## config.mk

```make
export PLATFORM = sky130hd
export DESIGN_NAME = cu_sequencer
export DESIGN_NICKNAME = d
export VERILOG_FILES = /design/src/rtl/cu_pkg.sv /design/src/rtl/cu_decode.sv /design/src/rtl/cu_sequencer.sv
export SDC_FILE = /design/constraint.sdc
export NUM_CORES = 1
export LEC_CHECK = 0
export BUFFER_PORTS_ARGS = -buffer_cell sky130_fd_sc_hd__buf_4
export CAP_MARGIN = 5
export CORE_MARGIN = 2
export CORE_UTILIZATION = 57
export CTS_CLUSTER_SIZE = 8
export DETAILED_ROUTE_END_ITERATION = 10
export PLACE_DENSITY = 0.84
export SETUP_SLACK_MARGIN = 0.02
export SYNTH_ARGS = -nofsm -noshare
export SYNTH_HDL_FRONTEND = slang
export SYNTH_SLANG_ARGS = --single-unit
```

## constraint.sdc

```tcl
create_clock -name clk -period 3.04 [get_ports clk]
set_clock_uncertainty 0.05 [all_clocks]
set_input_delay 0.152 -clock clk [delete_from_list [all_inputs] [get_ports clk]]
set_output_delay 0.152 -clock clk [all_outputs]
set_load 0.01 [all_outputs]
```

## src/rtl/cu_pkg.sv

```systemverilog
// Shared encodings for the CU sequencer and the accumulator ALU:
// opcodes, sequencer states, ALU operation codes and the decoded control word.
package cu_pkg;

    localparam logic [3:0] OP_NOP  = 4'h0;
    localparam logic [3:0] OP_LDAC = 4'h1;
    localparam logic [3:0] OP_STAC = 4'h2;
    localparam logic [3:0] OP_ADD  = 4'h3;
    localparam logic [3:0] OP_SUB  = 4'h4;
    localparam logic [3:0] OP_CLAC = 4'h5;
    localparam logic [3:0] OP_MUL4 = 4'h6;
    localparam logic [3:0] OP_DIV2 = 4'h7;
    localparam logic [3:0] OP_JMP  = 4'h8;
    localparam logic [3:0] OP_JMPZ = 4'h9;
    localparam logic [3:0] OP_HALT = 4'hF;

    typedef enum logic [2:0] {
        ST_IDLE,
        ST_FETCH,
        ST_DECODE,
        ST_MEMWAIT,
        ST_EXEC,
        ST_HALT
    } state_t;

    typedef enum logic [2:0] {
        ALU_ADD  = 3'd0,
        ALU_SUB  = 3'd1,
        ALU_PASS = 3'd2,
        ALU_ZER  = 3'd3,
        ALU_MUL4 = 3'd5,
        ALU_DIV2 = 3'd6
    } alu_op_t;

    typedef struct packed {
        logic    mem_access;
        logic    mem_write;
        alu_op_t alu_op;
        logic    ac_we;
        logic    jump;
        logic    jump_z;
        logic    z_capture;
        logic    halt;
    } ctrl_t;

endpackage

```

## src/rtl/cu_decode.sv

```systemverilog
// Combinational opcode-to-control decode for cu_sequencer.
// Opcode 9 decodes as JMPZ only when CU_JMPZ_EN is defined; otherwise it is a NOP.
module cu_decode
    import cu_pkg::*;
(
    input  logic [3:0] opcode,
    output ctrl_t      ctrl
);

    always_comb begin
        // NOTE: every field gets a default before the case, so no opcode can leave a latch behind.
        ctrl = '0;
        case (opcode)
            OP_LDAC: begin
                ctrl.mem_access = 1'b1;
                ctrl.alu_op     = ALU_PASS;
                ctrl.ac_we      = 1'b1;
                ctrl.z_capture  = 1'b1;
            end
            OP_STAC: begin
                ctrl.mem_access = 1'b1;
                ctrl.mem_write  = 1'b1;
            end
            OP_ADD: begin
                ctrl.mem_access = 1'b1;
                ctrl.alu_op     = ALU_ADD;
                ctrl.ac_we      = 1'b1;
            end
            OP_SUB: begin
                ctrl.mem_access = 1'b1;
                ctrl.alu_op     = ALU_SUB;
                ctrl.ac_we      = 1'b1;
                ctrl.z_capture  = 1'b1;
            end
            OP_CLAC: begin
                ctrl.alu_op = ALU_ZER;
                ctrl.ac_we  = 1'b1;
            end
            OP_MUL4: begin
                ctrl.alu_op = ALU_MUL4;
                ctrl.ac_we  = 1'b1;
            end
            OP_DIV2: begin
                ctrl.alu_op = ALU_DIV2;
                ctrl.ac_we  = 1'b1;
            end
            OP_JMP:  ctrl.jump = 1'b1;
`ifdef CU_JMPZ_EN
            OP_JMPZ: ctrl.jump_z = 1'b1;
`endif
            OP_HALT: ctrl.halt = 1'b1;
            default: ;
        endcase
    end

endmodule

```

## src/rtl/cu_sequencer.sv

```systemverilog
// Multi-cycle control-unit sequencer: fetch / decode / memory wait / execute.
// Define CU_JMPZ_EN to enable the conditional jump (opcode 9) and the z_q flag register.
module cu_sequencer
    import cu_pkg::*;
(
    input  logic        clk,
    input  logic        rst,
    input  logic        start,
    input  logic [15:0] instr,
    input  logic        mem_ready,
    input  logic        flag_z,
    output logic [7:0]  pc,
    output logic [7:0]  operand,
    output logic        instr_rd,
    output logic        data_rd,
    output logic        data_wr,
    output logic [2:0]  alu_op,
    output logic        ac_we,
    output logic        busy,
    output logic        halted
);

    state_t     state;
    logic [3:0] ir_op;
    logic [7:0] ir_arg;
    ctrl_t      ctrl;
    logic       take_jump;

    cu_decode u_decode (
        .opcode (ir_op),
        .ctrl   (ctrl)
    );

    // The middle nibble of the instruction word carries no meaning for this unit.
    logic unused_instr;
    assign unused_instr = ^instr[11:8];

`ifdef CU_JMPZ_EN
    logic z_q;

    always_ff @(posedge clk) begin
        if (rst) begin
            z_q <= 1'b0;
        end else if (state == ST_EXEC && ctrl.z_capture) begin
            z_q <= flag_z;
        end
    end

    assign take_jump = ctrl.jump | (ctrl.jump_z & z_q);
`else
    logic unused_jmpz;
    assign unused_jmpz = ctrl.jump_z | ctrl.z_capture | flag_z;
    assign take_jump   = ctrl.jump;
`endif

    // Outputs are registered: each transition loads the strobes of the state being entered.
    // NOTE: sequential state uses non-blocking assignments so every register sees pre-edge values.
    always_ff @(posedge clk) begin
        if (rst) begin
            state    <= ST_IDLE;
            pc       <= '0;
            ir_op    <= '0;
            ir_arg   <= '0;
            operand  <= '0;
            instr_rd <= 1'b0;
            data_rd  <= 1'b0;
            data_wr  <= 1'b0;
            alu_op   <= '0;
            ac_we    <= 1'b0;
            busy     <= 1'b0;
            halted   <= 1'b0;
        end else begin
            case (state)
                ST_IDLE, ST_HALT: begin
                    if (start) begin
                        state    <= ST_FETCH;
                        pc       <= '0;
                        instr_rd <= 1'b1;
                        busy     <= 1'b1;
                        halted   <= 1'b0;
                    end
                end
                ST_FETCH: begin
                    if (mem_ready) begin
                        ir_op    <= instr[15:12];
                        ir_arg   <= instr[7:0];
                        instr_rd <= 1'b0;
                        state    <= ST_DECODE;
                    end
                end
                ST_DECODE: begin
                    operand <= ir_arg;
                    if (ctrl.mem_access) begin
                        state   <= ST_MEMWAIT;
                        data_wr <= ctrl.mem_write;
                        data_rd <= ~ctrl.mem_write;
                    end else begin
                        state  <= ST_EXEC;
                        alu_op <= ctrl.alu_op;
                        ac_we  <= ctrl.ac_we;
                    end
                end
                ST_MEMWAIT: begin
                    if (mem_ready) begin
                        data_rd <= 1'b0;
                        data_wr <= 1'b0;
                        state   <= ST_EXEC;
                        alu_op  <= ctrl.alu_op;
                        ac_we   <= ctrl.ac_we;
                    end
                end
                ST_EXEC: begin
                    alu_op <= '0;
                    ac_we  <= 1'b0;
                    if (ctrl.halt) begin
                        state  <= ST_HALT;
                        busy   <= 1'b0;
                        halted <= 1'b1;
                    end else begin
                        state    <= ST_FETCH;
                        instr_rd <= 1'b1;
                        pc       <= take_jump ? operand : pc + 8'd1;
                    end
                end
                default: state <= ST_IDLE;
            endcase
        end
    end

endmodule

```

==> key figures, run 1 <==
Worst setup path
  – WP data arrival: 2.30 ns
  – Critical-path cell list: or3b_4 -> or4_4 -> a211o_1 -> o211ai_1
  – Reg2Reg Depth: 4
  – Crit path required time: 3.28 ns
  – Slowest-stage cell, CP: dfxtp_1
  – Crit Path Max Fanout: 17
  – R2r setup slk: 0.98 ns
  – Worst setup SP type: flop
  – Worst r2r src: state[2]
  – CP Capture Type: flop
  – Crit path kind: reg -> reg
  – RR Endpoint: pc[7]
  – CP max stage delay: 0.66 ns

Logic synthesis
  – Ys flop type: dfxtp_1
  – Register area share after synthesis: 0.4197
  – Seq cells post-synth: 40
  – Synth warnings: 0
  – Largest area contributor in the netlist: dfxtp_1
  – Post-synth EDFFs: 0
  – Synth Cell Area: between 1500 and 2000 sq um
  – Avg Inst Size Synth: 7.917 sq um
  – Mapped Cells: roughly 240
  – Synth top area share: 0.4197
  – Ys async rst share: 0
  – Top area cells in the synthesized netlist: dfxtp_1, nand2_1, a21oi_1
  – Library cells used by synthesis: 47
  – Syn nets: 263
  – Commonest cells in the netlist: nand2_1, dfxtp_1, a21oi_1, nor2_1, clkbuf_1
  – Most common cell in the synthesized netlist: nand2_1

STA
  – Slew Limit Fails: 0
  – Max Clock Freq: 486.1 MHz
  – Setup TNS: 0 ns
  – Unrepaired setup endpoints after global routing: no
  – Worst hold slack: 0.1019 ns
  – Final period utilization: 0.6768
  – Minimum clock period: 2.057 ns
  – Final setup violation count: 0
  – Worst slew margin: 0.3930
  – Final Hold Viols: 0
  – Tightest Pin Transition: between 0.9 and 1 ns

Floorplan
  – Die ar.: 3826 sq um
  – Core area: 3284 sq um
  – Die Y: 61.86 microns
  – Starting Density: 0.5810
  – Die X: between 60 and 70 microns
  – Core Rows: 21
  – Ports: 46

Route
  – Via count: between 1,500 and 2,000
  – Post-Route WL: 4.722 mm
  – Drc violations: 0
  – DRT iter0 DRCs: 120
  – Antenna viol nets, final: 0
  – Routed vias/inst: around 5.7
  – Post-DR wirelength/cell: 14.14 microns
  – TritonRoute pass-1 iters: 5

Placed design
  – Port bufs: 40
  – Placed Area: between 2000 and 2500 sq um
  – Routability cong.: 0.8258
  – Final HPWL from detailed placement: ~3.1 mm

Global route
  – M1 GR Usage: 0.3196
  – Total global-route track usage: 0.2532
  – GRT Max-Usage Layer: met2
  – Initial antenna violation count: 0
  – Vias in the first global route: 1,605
  – First-pass GRT wire length: 7.134 mm
  – GR Util met3: 0.07246
  – Largest net degree at the start of global routing: 40
  – Total gr overflow: 0
  – Met2 Use GR: 0.4135

Layout
  – # diodes: 0
  – Layout net count: between 300 and 400
  – Layout cells sized above 1: 0.1979
  – Area Overhead vs Synth: 25.84%
  – Finished Cell Area: 2401 sq um
  – Fillers: 265

CTS
  – H-Tree Depth: 2
  – Clk buf depth: 2
  – Post-CTS setup buffers: 0
  – Root Buffer: clkbuf_4
  – Num CTS Buffers: 5
  – Cts hold-fix bufs: 12
  – Worst-skew pair later-pin latency: ~0.37 ns
  – Sink Count: 40
  – Post_cts resized: 0
  – CTS tree: yes
  – CTS clk-pin slew, worst paths: 0.12 ns

Power and ir drop
  – IR drop worst, VDD: 0.3091 mV
  – Cell Pwr Density: 420.1 nW/um^2
  – Leak pwr: 0.8961 nW

Hold path
  – Min-delay src: mem_ready
  – WHS Path Cells: 4
  – Worst Hold End: state[0]
  – Min-Delay Path Class: in -> reg

Run
  – Max-cap violations: 0

Outcome
  – Status: finished clean
power by group:
part	internal [mW]	total [mW]	switching (mW)
registers	0.540	0.562	0.0223
logic	0.0670	0.150	0.0830
clock network	0.112	0.296	0.184
area by class of cell:
type	instances	area (sq um)	area share
Multi-Input combinational cell	180	1018	0.4242
Timing Repair Buffer	54	435.4	0.1813
Sequential cell	40	800.8	0.3335
Clock buffer	6	51.30	0.02137
Inverter	6	22.52	0.009380
Clock inverter	2	15.01	0.006253
Tap cell	46	57.56	0.02397
worst max-delay path by stage:
stage | endpoint | cells past startpoint | slack [ns] | from
floorplan | pc[7] | 5 | 1.34 | state[2]
global placement | pc[7] | 4 | 1.03 | state[2]
detailed placement | pc[7] | 4 | 1.0 | state[2]
CTS | pc[7] | 4 | 0.98 | state[2]
global route | alu_op[0] | 4 | 0.87 | state[1]
finish | pc[7] | 4 | 0.98 | state[2]
state kept, by name, summed over array words and instances, names as in the netlist:
register and flops:
ac_we 1, alu_op 3, busy 1, data_rd 1, data_wr 1, halted 1, instr_rd 1, ir_arg 8
ir_op 4, operand 8, pc 8, state 3
cell families after synthesis:
| family | after synthesis | synth area share |
|---|---|---|
| multiplexers | 4 | 0.02229 |
| AND/OR/NAND/NOR | 108 | 0.2780 |
| AO/OA/AOI/OAI | 63 | 0.2085 |
| XOR/XNOR | 4 | 0.01836 |
| adder cells (fa/ha/maj) | 1 | 0.006556 |
| buffers and inverters | 21 | 0.04655 |
| flip-flops | 40 | 0.4197 |
placed cells by master, fill, tap and decap left out, drive strengths merged, types with 2 or more instances in the layout:
cell | Yosys | final
a211oi | 2 | 2
a21oi | 32 | 32
a22oi | 2 | 2
and2 | 2 | 2
and3 | 4 | 4
buf | 6 | 42
clkbuf | 9 | 6
clkinvlp | 0 | 2
dfxtp | 40 | 40
dlygate4sd3 | 0 | 12
inv | 6 | 6
mux2 | 2 | 2
mux2i | 2 | 2
nand2 | 57 | 57
nand2b | 5 | 5
nand3 | 7 | 7
nand4 | 2 | 2
nor2 | 10 | 10
nor2b | 3 | 3
nor3 | 7 | 7
nor3b | 2 | 2
o2111ai | 2 | 2
o211ai | 5 | 5
o21ai | 4 | 4
o22ai | 2 | 2
o2bb2ai | 3 | 3
o41ai | 2 | 2
or3 | 2 | 2
xnor2 | 3 | 3
stage by stage:
step	total power, mW	cells	utilization	worst slack [ns]
6_report	1.009	334	0.7310	0.9827
5_1_grt	1.050	334	0.7310	0.8746
4_1_cts	1.010	334	0.7310	0.9763
3_5_place_dp	0.7084	314	0.6743	0.9991
3_3_place_gp	0.7054	314	0.6743	1.027
2_1_floorplan	0.6621	241	-	1.337
critical path: cells and delay by family, from the launching register on:
family          cells  cell delay (ns)
compound gates      2             0.35
flops               1             0.66
simple gates        2             0.93
per-layer routing:
layer	routed length (microns)	vias up
met3	292	7
met1	2030	903
met2	2342	59
met5	0	-
li1	-	944
met4	56	0
Note: power is estimated with default switching activity, not from simulation.
==> inputs of run 2 (changes only) <==
- CORE_UTILIZATION: 57 -> 53
- PLACE_DENSITY: 0.84 -> 0.79
- clock period: 3.04 -> 2.2 ns (I/O delays scaled with it)
==> run 2 against run 1 <==
  * Count of clock-buffer cells in the layout stayed put
  * First-iteration DRC count rose by 7.5%
  * Hold slack got worse by 0.030 ns
  * Total power increased by 38%
  * Critical path depth is the same
  * Via count shrank 2.9%
  * Routed wire length is 5.3% lower
  * Global-route usage down 1.6 points
  * Clock power rose by 36%
  * Critical endpoint unchanged
==> key figures, run 2 (same netlist as run 1, synthesis figures left out) <==
Worst setup path
  – Crit path kind: reg -> reg
  – Delay-heaviest family, CP: simple AND/OR/NAND/NOR gates
  – Crit Path Max Fanout: 14
  – CP bufs+invs: 0
  – WP data arrival: 2.12 ns
  – CP Capture Type: flop
  – Crit path required time: ~2.4 ns
  – CP max stage delay: roughly 0.5 ns
  – Critical-path cell list: or3b_4 -> or4_4 -> a211o_1 -> o211ai_1
  – Slowest-stage cell, CP: or3b_4
  – Worst setup SP type: flop

CTS
  – Clk buf depth: 2
  – CTS tree: yes
  – Worst-skew pair later-pin latency: approximately 0.35 ns
  – H-Tree Depth: 2
  – Post-CTS setup buffers: 0
  – Root Buffer: clkbuf_4
  – Num CTS Buffers: 5
  – CTS clk-pin slew, worst paths: roughly 0.12 ns
  – Sink Count: 40

Floorplan
  – Core area: ~3400 sq um
  – Die ar.: 4096 sq um
  – Die Y: 64 microns
  – Starting Density: 0.5629
  – Core Rows: 21
  – Ports: 46
  – Die X: 64 microns

Layout
  – Register area: 800.8 sq um
  – Layout net count: 314
  – Layout cells sized above 1: 0.2116
  – Fillers: 291
  – Biggest registers after layout: ir_arg x8, operand x8, pc x8
  – Most frequent cells in the layout: nand2_1, buf_4, dfxtp_1
  – Finished Cell Area: 2439 sq um
  – # diodes: 0
  – Commonest non-fill, non-tap cell in the layout: nand2_1
  – Multi-input logic area: between 1000 and 1500 sq um
  – Area Overhead vs Synth: 27.80%

Placed design
  – Final HPWL from detailed placement: 3.112 mm
  – Port bufs: 40
  – Dpl ws: between 0.3 and 0.4 ns
  – Placed Area: around 2300 sq um
  – Routability cong.: 0.8198

Global route
  – Met2 Use GR: 0.3789
  – Total global-route track usage: 0.2368
  – Vias in the first global route: 1,677
  – Largest net degree at the start of global routing: 40
  – GR Util met3: 0.05282
  – M1 GR Usage: 0.3234
  – GRT Max-Usage Layer: met2
  – Initial antenna violation count: 0
  – Total gr overflow: 0
  – First-pass GRT wire length: 7.686 mm

Route
  – Drc violations: 0
  – Antenna viol nets, final: 0
  – Post-DR wirelength/cell: between 10 and 15 microns
  – Routed vias/inst: between 5 and 6
  – DRT iter0 DRCs: 129
  – Post-Route WL: 4.471 mm
  – Via count: 1,857
  – TritonRoute pass-1 iters: 4

STA
  – Final Hold Viols: 0
  – Final period utilization: 0.8590
  – Final worst slack: 0.3103 ns
  – Setup TNS: 0 ns
  – Tightest Pin Transition: 0.5565 ns
  – Worst hold slack: 0.07166 ns
  – Final setup violation count: 0
  – Max Clock Freq: 529.2 MHz
  – Unrepaired setup endpoints after global routing: no
  – Slew Limit Fails: 0
  – Minimum clock period: 1.890 ns
  – Worst slew margin: 0.6282

Hold path
  – Min-Delay Path Class: in -> reg

Power and ir drop
  – IR drop worst, VDD: 0.4343 mV
  – Leak pwr: 0.9210 nW
  – Cell Pwr Density: 572.4 nW/um^2
  – Pwr Total: between 1 and 1.5 mW

Outcome
  – Status: finished clean

Run
  – Max-cap violations: 0
run 2: cell types whose count changed in the layout (fill, tap and decap cells not counted), sizes merged:
cell and delta:
buf +5
run 2: repair_timing:
| action | CTS | global route |
|---|---|---|
| gates resized for setup | 0 | 0 |
| hold buffers | 12 | 0 |
| setup endpoints to repair | 0 | 0 |
| endpoints found under the hold margin | 12 | 0 |
run 2: path summary, 6_finish.rpt:
check | from | end | slack (ns) | depth (start not counted)
setup / recovery | state[0] | pc[7] | 0.31 | 4
hold / removal | mem_ready | state[0] | 0.07 | 4
setup reg to reg | state[0] | pc[7] | 0.31 | 4
hold reg to reg | ir_arg[0] | operand[0] | 0.41 | 2
run 2: through the flow:
step	util	instances
5_1_grt	0.7195	339
6_report	0.7195	339
2_1_floorplan	-	241
4_1_cts	0.7195	339
3_3_place_gp	0.6645	319
3_5_place_dp	0.6645	319
run 2: routing by layer:
metal,vias up,share of wire,wire (microns)
met2,52,0.45,2013
met3,5,0.048,214
met1,843,0.49,2201
met4,0,0.0094,42
met5,-,0,0
li1,957,-,-
run 2: area by class of cell:
class,count,share of cell area
inverters,6,0.009236
repair buffers,59,0.1939
flip-flops and latches,40,0.3284
clock inverters,2,0.006157
multi-input cells,180,0.4177
clock buffers,6,0.02104
well taps,46,0.02360
run 2: where the power goes:
| group | internal [mW] | switching [mW] | total (mW) |
|---|---|---|---|
| sequential | 0.746 | 0.0274 | 0.774 |
| combinational | 0.100 | 0.118 | 0.218 |
| clock | 0.155 | 0.249 | 0.404 |
| total | 1.00 | 0.394 | 1.40 |
run 2: worst reg2reg max path: stages, from the launching register on:
cell and delay, ns:
dfxtp_1 0.46, or3b_4 0.50, or4_4 0.45, a211o_1 0.29
o211ai_1 0.08
